--- src/rtl/usb_timer_pkg.sv ---
// -----------------------------------------------------------------------------
// usb_timer_pkg
//   Shared definitions for the Type-C port timers.
//   - UNIT_* : encodings of the `unit` input (ns / us / ms / s).
//   - SUB_MAX: terminal count of one decade prescaler stage (1000 states).
//   - state_t: run state of a timeout timer.
//   - unit_tick(): selects the tick strobe that matches the latched unit.
// -----------------------------------------------------------------------------
package usb_timer_pkg;

   localparam logic [1:0] UNIT_NS = 2'd0;
   localparam logic [1:0] UNIT_US = 2'd1;
   localparam logic [1:0] UNIT_MS = 2'd2;
   localparam logic [1:0] UNIT_S  = 2'd3;

   localparam int SUB_MAX = 999;

   typedef enum logic {
      ST_IDLE = 1'b0,
      ST_RUN  = 1'b1
   } state_t;

   // run  : timer is counting (ns tick = every running cycle)
   // wrap : wrap strobes of prescaler stages 0..2 (already qualified by
   //        their enables, so wrap[n] means "a 10^(3(n+1)) ns boundary").
   function automatic logic unit_tick(input logic [1:0] unit_sel,
                                      input logic       run,
                                      input logic [2:0] wrap);
      logic tick;
      tick = 1'b0;
      case (unit_sel)
         UNIT_NS: tick = run;
         UNIT_US: tick = wrap[0];
         UNIT_MS: tick = wrap[1];
         UNIT_S:  tick = wrap[2];
         default: tick = 1'b0;
      endcase
      return tick;
   endfunction

endpackage

--- src/rtl/decade_prescaler.sv ---
// -----------------------------------------------------------------------------
// decade_prescaler
//   One stage of the ns -> us -> ms -> s prescaler chain. Counts 0..SUB_MAX
//   while enabled and wraps back to 0.
//
//   Ports:
//     CLK   in  clock
//     reset in  synchronous active-high reset (count -> 0)
//     clr   in  synchronous clear, overrides en (count -> 0)
//     en    in  advance the count this cycle
//     wrap  out high when the count is at SUB_MAX and en is high, i.e. the
//               stage rolls over on this edge; used to enable the next stage
// -----------------------------------------------------------------------------
module decade_prescaler #(
   parameter int SUB_MAX = usb_timer_pkg::SUB_MAX
) (
   input  logic CLK,
   input  logic reset,
   input  logic clr,
   input  logic en,
   output logic wrap
);

   localparam int             CW      = $clog2(SUB_MAX + 1);
   localparam logic [CW-1:0]  CNT_MAX = CW'(SUB_MAX);

   logic [CW-1:0] cnt_q;
   logic [CW-1:0] cnt_d;

   always_comb begin
      cnt_d = cnt_q;
      if (clr) begin
         cnt_d = '0;
      end else if (en) begin
         // >= rather than == so a corrupted count can never climb past max
         if (cnt_q >= CNT_MAX) begin
            cnt_d = '0;
         end else begin
            cnt_d = cnt_q + CW'(1);
         end
      end
   end

   always_ff @(posedge CLK) begin
      if (reset) begin
         cnt_q <= '0;
      end else begin
         cnt_q <= cnt_d;
      end
   end

   assign wrap = en && (cnt_q == CNT_MAX);

endmodule

--- src/rtl/timeout_timer.sv ---
// -----------------------------------------------------------------------------
// timeout_timer
//   Programmable one-shot down-counting timeout (tCCDebounce, tDRP, ...).
//   A start loads `duration` units of `unit`; after exactly duration*K cycles
//   (K = 1, 10^3, 10^6, 10^9 with the default SUB_MAX) a one-cycle `expired`
//   pulse is produced. Cancel aborts silently; a start while running restarts.
//   A start with duration 0 pulses `expired` on the next cycle without ever
//   raising `busy`.
//
//   Ports:
//     CLK       in   clock, one cycle = 1 ns
//     reset     in   synchronous active-high reset
//     start     in   load duration/unit and begin counting
//     cancel    in   abort a running timeout (wins over start)
//     duration  in   DW  number of units, sampled on start only
//     unit      in   2   0=ns 1=us 2=ms 3=s, sampled on start only
//     busy      out  high while a timeout is running
//     expired   out  registered one-cycle pulse when the timeout elapses
//     remaining out  DW  whole units left to count
// -----------------------------------------------------------------------------
module timeout_timer #(
   parameter int DW      = 10,
   parameter int SUB_MAX = usb_timer_pkg::SUB_MAX
) (
   input  logic          CLK,
   input  logic          reset,
   input  logic          start,
   input  logic          cancel,
   input  logic [DW-1:0] duration,
   input  logic [1:0]    unit,
   output logic          busy,
   output logic          expired,
   output logic [DW-1:0] remaining
);

   import usb_timer_pkg::*;

   state_t        state_q;
   state_t        state_d;
   logic [DW-1:0] rem_q;
   logic [DW-1:0] rem_d;
   logic [1:0]    unit_q;
   logic [1:0]    unit_d;
   logic          exp_q;
   logic          exp_d;

   logic          run;
   logic          tick;
   logic          pre_clr;
   logic [2:0]    pre_en;
   logic [2:0]    pre_wrap;

   assign run = (state_q == ST_RUN);

   // ------------------------------------------------------------------
   // Prescaler chain: stage 0 counts every running cycle, each later stage
   // advances only when all earlier stages roll over together.
   // Cleared whenever the next state is not RUN (cancel, expiry, zero-length
   // start, idle) and on every start so a restart begins on a fresh boundary.
   // ------------------------------------------------------------------
   assign pre_clr = start || (state_d != ST_RUN);

   generate
      for (genvar gi = 0; gi < 3; gi++) begin : g_pre
         if (gi == 0) begin : g_first
            assign pre_en[gi] = run;
         end else begin : g_next
            assign pre_en[gi] = pre_wrap[gi-1];
         end

         decade_prescaler #(
            .SUB_MAX (SUB_MAX)
         ) u_pre (
            .CLK   (CLK),
            .reset (reset),
            .clr   (pre_clr),
            .en    (pre_en[gi]),
            .wrap  (pre_wrap[gi])
         );
      end
   endgenerate

   assign tick = unit_tick(unit_q, run, pre_wrap);

   // ------------------------------------------------------------------
   // Next-state logic. Priority: cancel, start, tick (reset in the register).
   // ------------------------------------------------------------------
   always_comb begin
      state_d = state_q;
      rem_d   = rem_q;
      unit_d  = unit_q;
      exp_d   = 1'b0;

      if (cancel) begin
         state_d = ST_IDLE;
         rem_d   = '0;
      end else if (start) begin
         if (duration != '0) begin
            state_d = ST_RUN;
            rem_d   = duration;
            unit_d  = unit;
         end else begin
            state_d = ST_IDLE;
            rem_d   = '0;
            exp_d   = 1'b1;
         end
      end else if (run && tick) begin
         // <= 1 also covers an impossible zero count, so no underflow
         if (rem_q <= DW'(1)) begin
            state_d = ST_IDLE;
            rem_d   = '0;
            exp_d   = 1'b1;
         end else begin
            rem_d   = rem_q - DW'(1);
         end
      end
   end

   always_ff @(posedge CLK) begin
      if (reset) begin
         state_q <= ST_IDLE;
         rem_q   <= '0;
         unit_q  <= UNIT_NS;
         exp_q   <= 1'b0;
      end else begin
         state_q <= state_d;
         rem_q   <= rem_d;
         unit_q  <= unit_d;
         exp_q   <= exp_d;
      end
   end

   assign busy      = run;
   assign expired   = exp_q;
   assign remaining = rem_q;

endmodule
--- config.mk ---
export PLATFORM = sky130hd
export DESIGN_NAME = timeout_timer
export DESIGN_NICKNAME = d
export VERILOG_FILES = /design/src/rtl/usb_timer_pkg.sv /design/src/rtl/decade_prescaler.sv /design/src/rtl/timeout_timer.sv
export SDC_FILE = /design/constraint.sdc
export NUM_CORES = 1
export LEC_CHECK = 0
export BUFFER_PORTS_ARGS = -buffer_cell sky130_fd_sc_hd__buf_4
export CORE_MARGIN = 5
export CORE_UTILIZATION = 35
export CTS_CLUSTER_SIZE = 40
export DETAILED_ROUTE_END_ITERATION = 8
export PLACE_DENSITY = 0.55
export SYNTH_ARGS = -nofsm -noshare
export SYNTH_HDL_FRONTEND = slang
export SYNTH_SLANG_ARGS = --single-unit
--- constraint.sdc ---
create_clock -name CLK -period 5.96 [get_ports CLK]
set_input_delay 0.298 -clock CLK [delete_from_list [all_inputs] [get_ports CLK]]
set_output_delay 0.298 -clock CLK [all_outputs]
set_load 0.01 [all_outputs]
==> flow_metrics.env <==
export IMPL_outcome="finished, final reports clean"
export IMPL_initial_core_util_pct=36.3
export IMPL_synth_seq_cells=44
export IMPL_combinationalPowerShare_pct=12.4
export IMPL_reg2regPathDepth=7
export IMPL_vias=2099
export IMPL_vias_per_cell=5.30
export IMPL_slew_violations=0
export IMPL_drv_cap=0
export IMPL_dpl_hpwl_um=3910
export IMPL_ant_nets=0
export IMPL_yosys_area_top_type="dfxtp_1"
export IMPL_fp_dieArea_um2=8340
export IMPL_power_switching_mw=0.152
export IMPL_timing_slew_headroom_pct=46.7
export IMPL_p_int_mw=0.455
export IMPL_crit_path_end_kind="flip-flop"
export IMPL_diodes=0
export IMPL_cts_clk_slew_worst_paths_ps=90
export IMPL_syn_to_final_growth_pct=16.4
export IMPL_sw_frac_of_total_pct=25.1
export IMPL_arrival_ps=2920
export IMPL_cts_setup_buffers=0
export IMPL_register_area_um2=881
export IMPL_drc_errors=0
export IMPL_clock_sinks=44
export IMPL_yosys_top_cells_area="dfxtp_1, nor2_1, xor2_1"
export IMPL_grt_max_degree=28
export IMPL_async_reset_ff_share_pct=0
export IMPL_setup_violations_final=0
export IMPL_worstSkewPairLatency_ps=300
export IMPL_gp_routability_congestion=0.798
export IMPL_ys_warn_count=0
export IMPL_wl_um=5330
export IMPL_crit_type="flip-flop to flip-flop"
export IMPL_drive_above_1_share_pct=12.5
export IMPL_grt_pass1_vias=2029
export IMPL_tns_ps=0
export IMPL_antenna_found_initial=0
export IMPL_final_cell_area_um2=2700
export IMPL_grt_total_usage_pct=13.3
export IMPL_placed_area_um2=2590
export IMPL_yosysSeqAreaShare_pct=38.0
export IMPL_dr_pass1_iters=4
export IMPL_fillers=648
export IMPL_h_tree_depth=2
export IMPL_hp_class="input port to flip-flop"
export IMPL_rows=29
export IMPL_worstPathRequired_ps=6180
export IMPL_ir_worst_vdd_v=0.000122
export IMPL_finalCritPeriodShare_pct=45.2
export IMPL_hold_viol_final=0
export IMPL_clock_path_buffers=2
export IMPL_cp_start_kind="flip-flop"
export IMPL_synth_area_per_cell_um2=7.93
export IMPL_core_area_um2=6390
export IMPL_ys_flop_type="dfxtp_1"
export IMPL_rsz0062_at_grt="false"
export IMPL_hold_buffers=0
export IMPL_synth_edff_count=0
export IMPL_worst_pin_slew_ps=796
export IMPL_pin_count=28
export IMPL_synth_top_area_share_pct=38.0
export IMPL_clockRootBuffer="clkbuf_8"
export IMPL_skew_ps=9.61
export IMPL_p_total_mw=0.608
export IMPL_worstPathMaxFanout=12
export IMPL_p_per_area_nw_per_um2=225
export IMPL_holdPathStages=2
export IMPL_numPortBuffers=27
export IMPL_synth_nets=313
export IMPL_multi_input_area_um2=1380
export IMPL_syn_inst=292
export IMPL_postCtsResizedCells=0
export IMPL_syn_cell_area_um2=2320
export IMPL_yosysUniqueCellTypes=43
export IMPL_grt_pass1_wl_um=9360
export IMPL_layout_min_cycle_time_ps=2690
export IMPL_die_h_um=91.3
export IMPL_power_static_leakage_nw=0.922
export IMPL_clkPwrFrac_pct=37.3
export IMPL_final_nets=339
export IMPL_grt_overflow_total=0
export IMPL_tritoncts="yes"
export IMPL_drt_iter0_markers=93
export IMPL_die_w_um=91.3
export IMPL_cts_buffers=5
export IMPL_pwr_share_seq_pct=50.3
export IMPL_wl_per_cell_um=13.5
export IMPL_fmax_mhz=371
-- flip-flops by register name, summed over array words and instances, names as in the netlist --
name               cells
g_pre.u_pre.cnt_q     30
remaining             10
unit_q                 2
busy                   1
expired                1
-- worst max-delay path: stages (launching register included) --
cell and delay, ps:
dfxtp_1 380, ha_1 260, or3b_1 380, or3_4 360
o31ai_4 260, nor2_1 240, or4_1 550, a31oi_1 180
-- per-stage QoR --
stage	worst slack (ps)	cells	hold slack (ps)	util, %
floorplan	3610	292	370	-
global placement	3370	388	466	40.5
detailed placement	3290	388	476	40.5
CTS	3280	396	171	42.2
global route	3110	396	183	42.2
finish	3270	396	178	42.2
-- layout by cell type, fill, tap and decap left out, types with 3 or more instances in the layout --
cell and n:
a22oi_1 4, a211oi_1 5, ha_1 5, dfxtp_1 44, buf_4 28, nor2_1 52, and3_1 4, nor3_1 10
nand2_1 30, a31oi_1 3, clkbuf_8 5, or3_1 5, o31ai_1 3, xor2_1 15, nand3_1 10, nand2b_1 4
nand4_1 11, inv_1 6, xnor2_1 10, o21ai_0 8, nor4_1 7, a21oi_1 17
-- Yosys cell counts, types with 4 or more instances --
library cell   n
xnor2_1       10
nand2_1       30
nand3_1       10
nand2b_1       4
nand4_1       11
clkbuf_1       7
dfxtp_1       44
a22oi_1        4
a211oi_1       5
or3_1          5
o21ai_0        8
ha_1           5
nor4_1         7
nor2_1        52
a21oi_1       17
inv_1          6
xor2_1        15
nor3_1        10
and3_1         4
-- layer usage --
metal  vias to the layer above  wire length [µm]  track usage, %
li1                       1088                 -               -
met3                         5               276            3.47
met2                        39              2450            21.7
met4                         0                60            4.40
met5                         -                 0               0
met1                       967              2550            17.0
-- cell type report --
class / count / share of cell area (%)
multi-input combinational: 233 / 51.1
clock buffer: 6 / 2.69
inverter: 6 / 0.836
timing repair buffer: 28 / 7.80
clock inverter: 2 / 1.30
sequential: 44 / 32.7
tap: 77 / 3.57
-- final timing paths --
| check | startpoint | endpoint | slack (ps) |
|---|---|---|---|
| min reg2reg | g_pre[2].u_pre.cnt_q[0] | g_pre[2].u_pre.cnt_q[0] | 480 |
| max | g_pre[0].u_pre.cnt_q[0] | remaining[4] | 3270 |
| min | reset | unit_q[0] | 180 |
| max reg2reg | g_pre[0].u_pre.cnt_q[0] | remaining[4] | 3270 |
-- logic make-up (layout without fill, tap and decap cells) --
family                   Yosys count  after routing  share of synthesized area [%]
adder cells (fa/ha/maj)            5              5                           2.70
AO/OA/AOI/OAI                     52             52                           14.8
XOR/XNOR                          25             25                           9.45
multiplexers                       3              3                           1.35
AND/OR/NAND/NOR                  148            148                           31.2
buffers and inverters             15             42                           2.48
flip-flops                        44             44                           38.0
-- power groups by stage --
stage	registers, mW	clock network, mW	logic, mW
final	0.305	0.227	0.0755
after global routing	0.307	0.247	0.0846
after CTS	0.305	0.235	0.0758
after detailed placement	0.312	0	0.0756
after global placement	0.312	0	0.0752
after floorplan	0.312	0	0.0470
No activity file was read; power rests on OpenSTA's default activity.
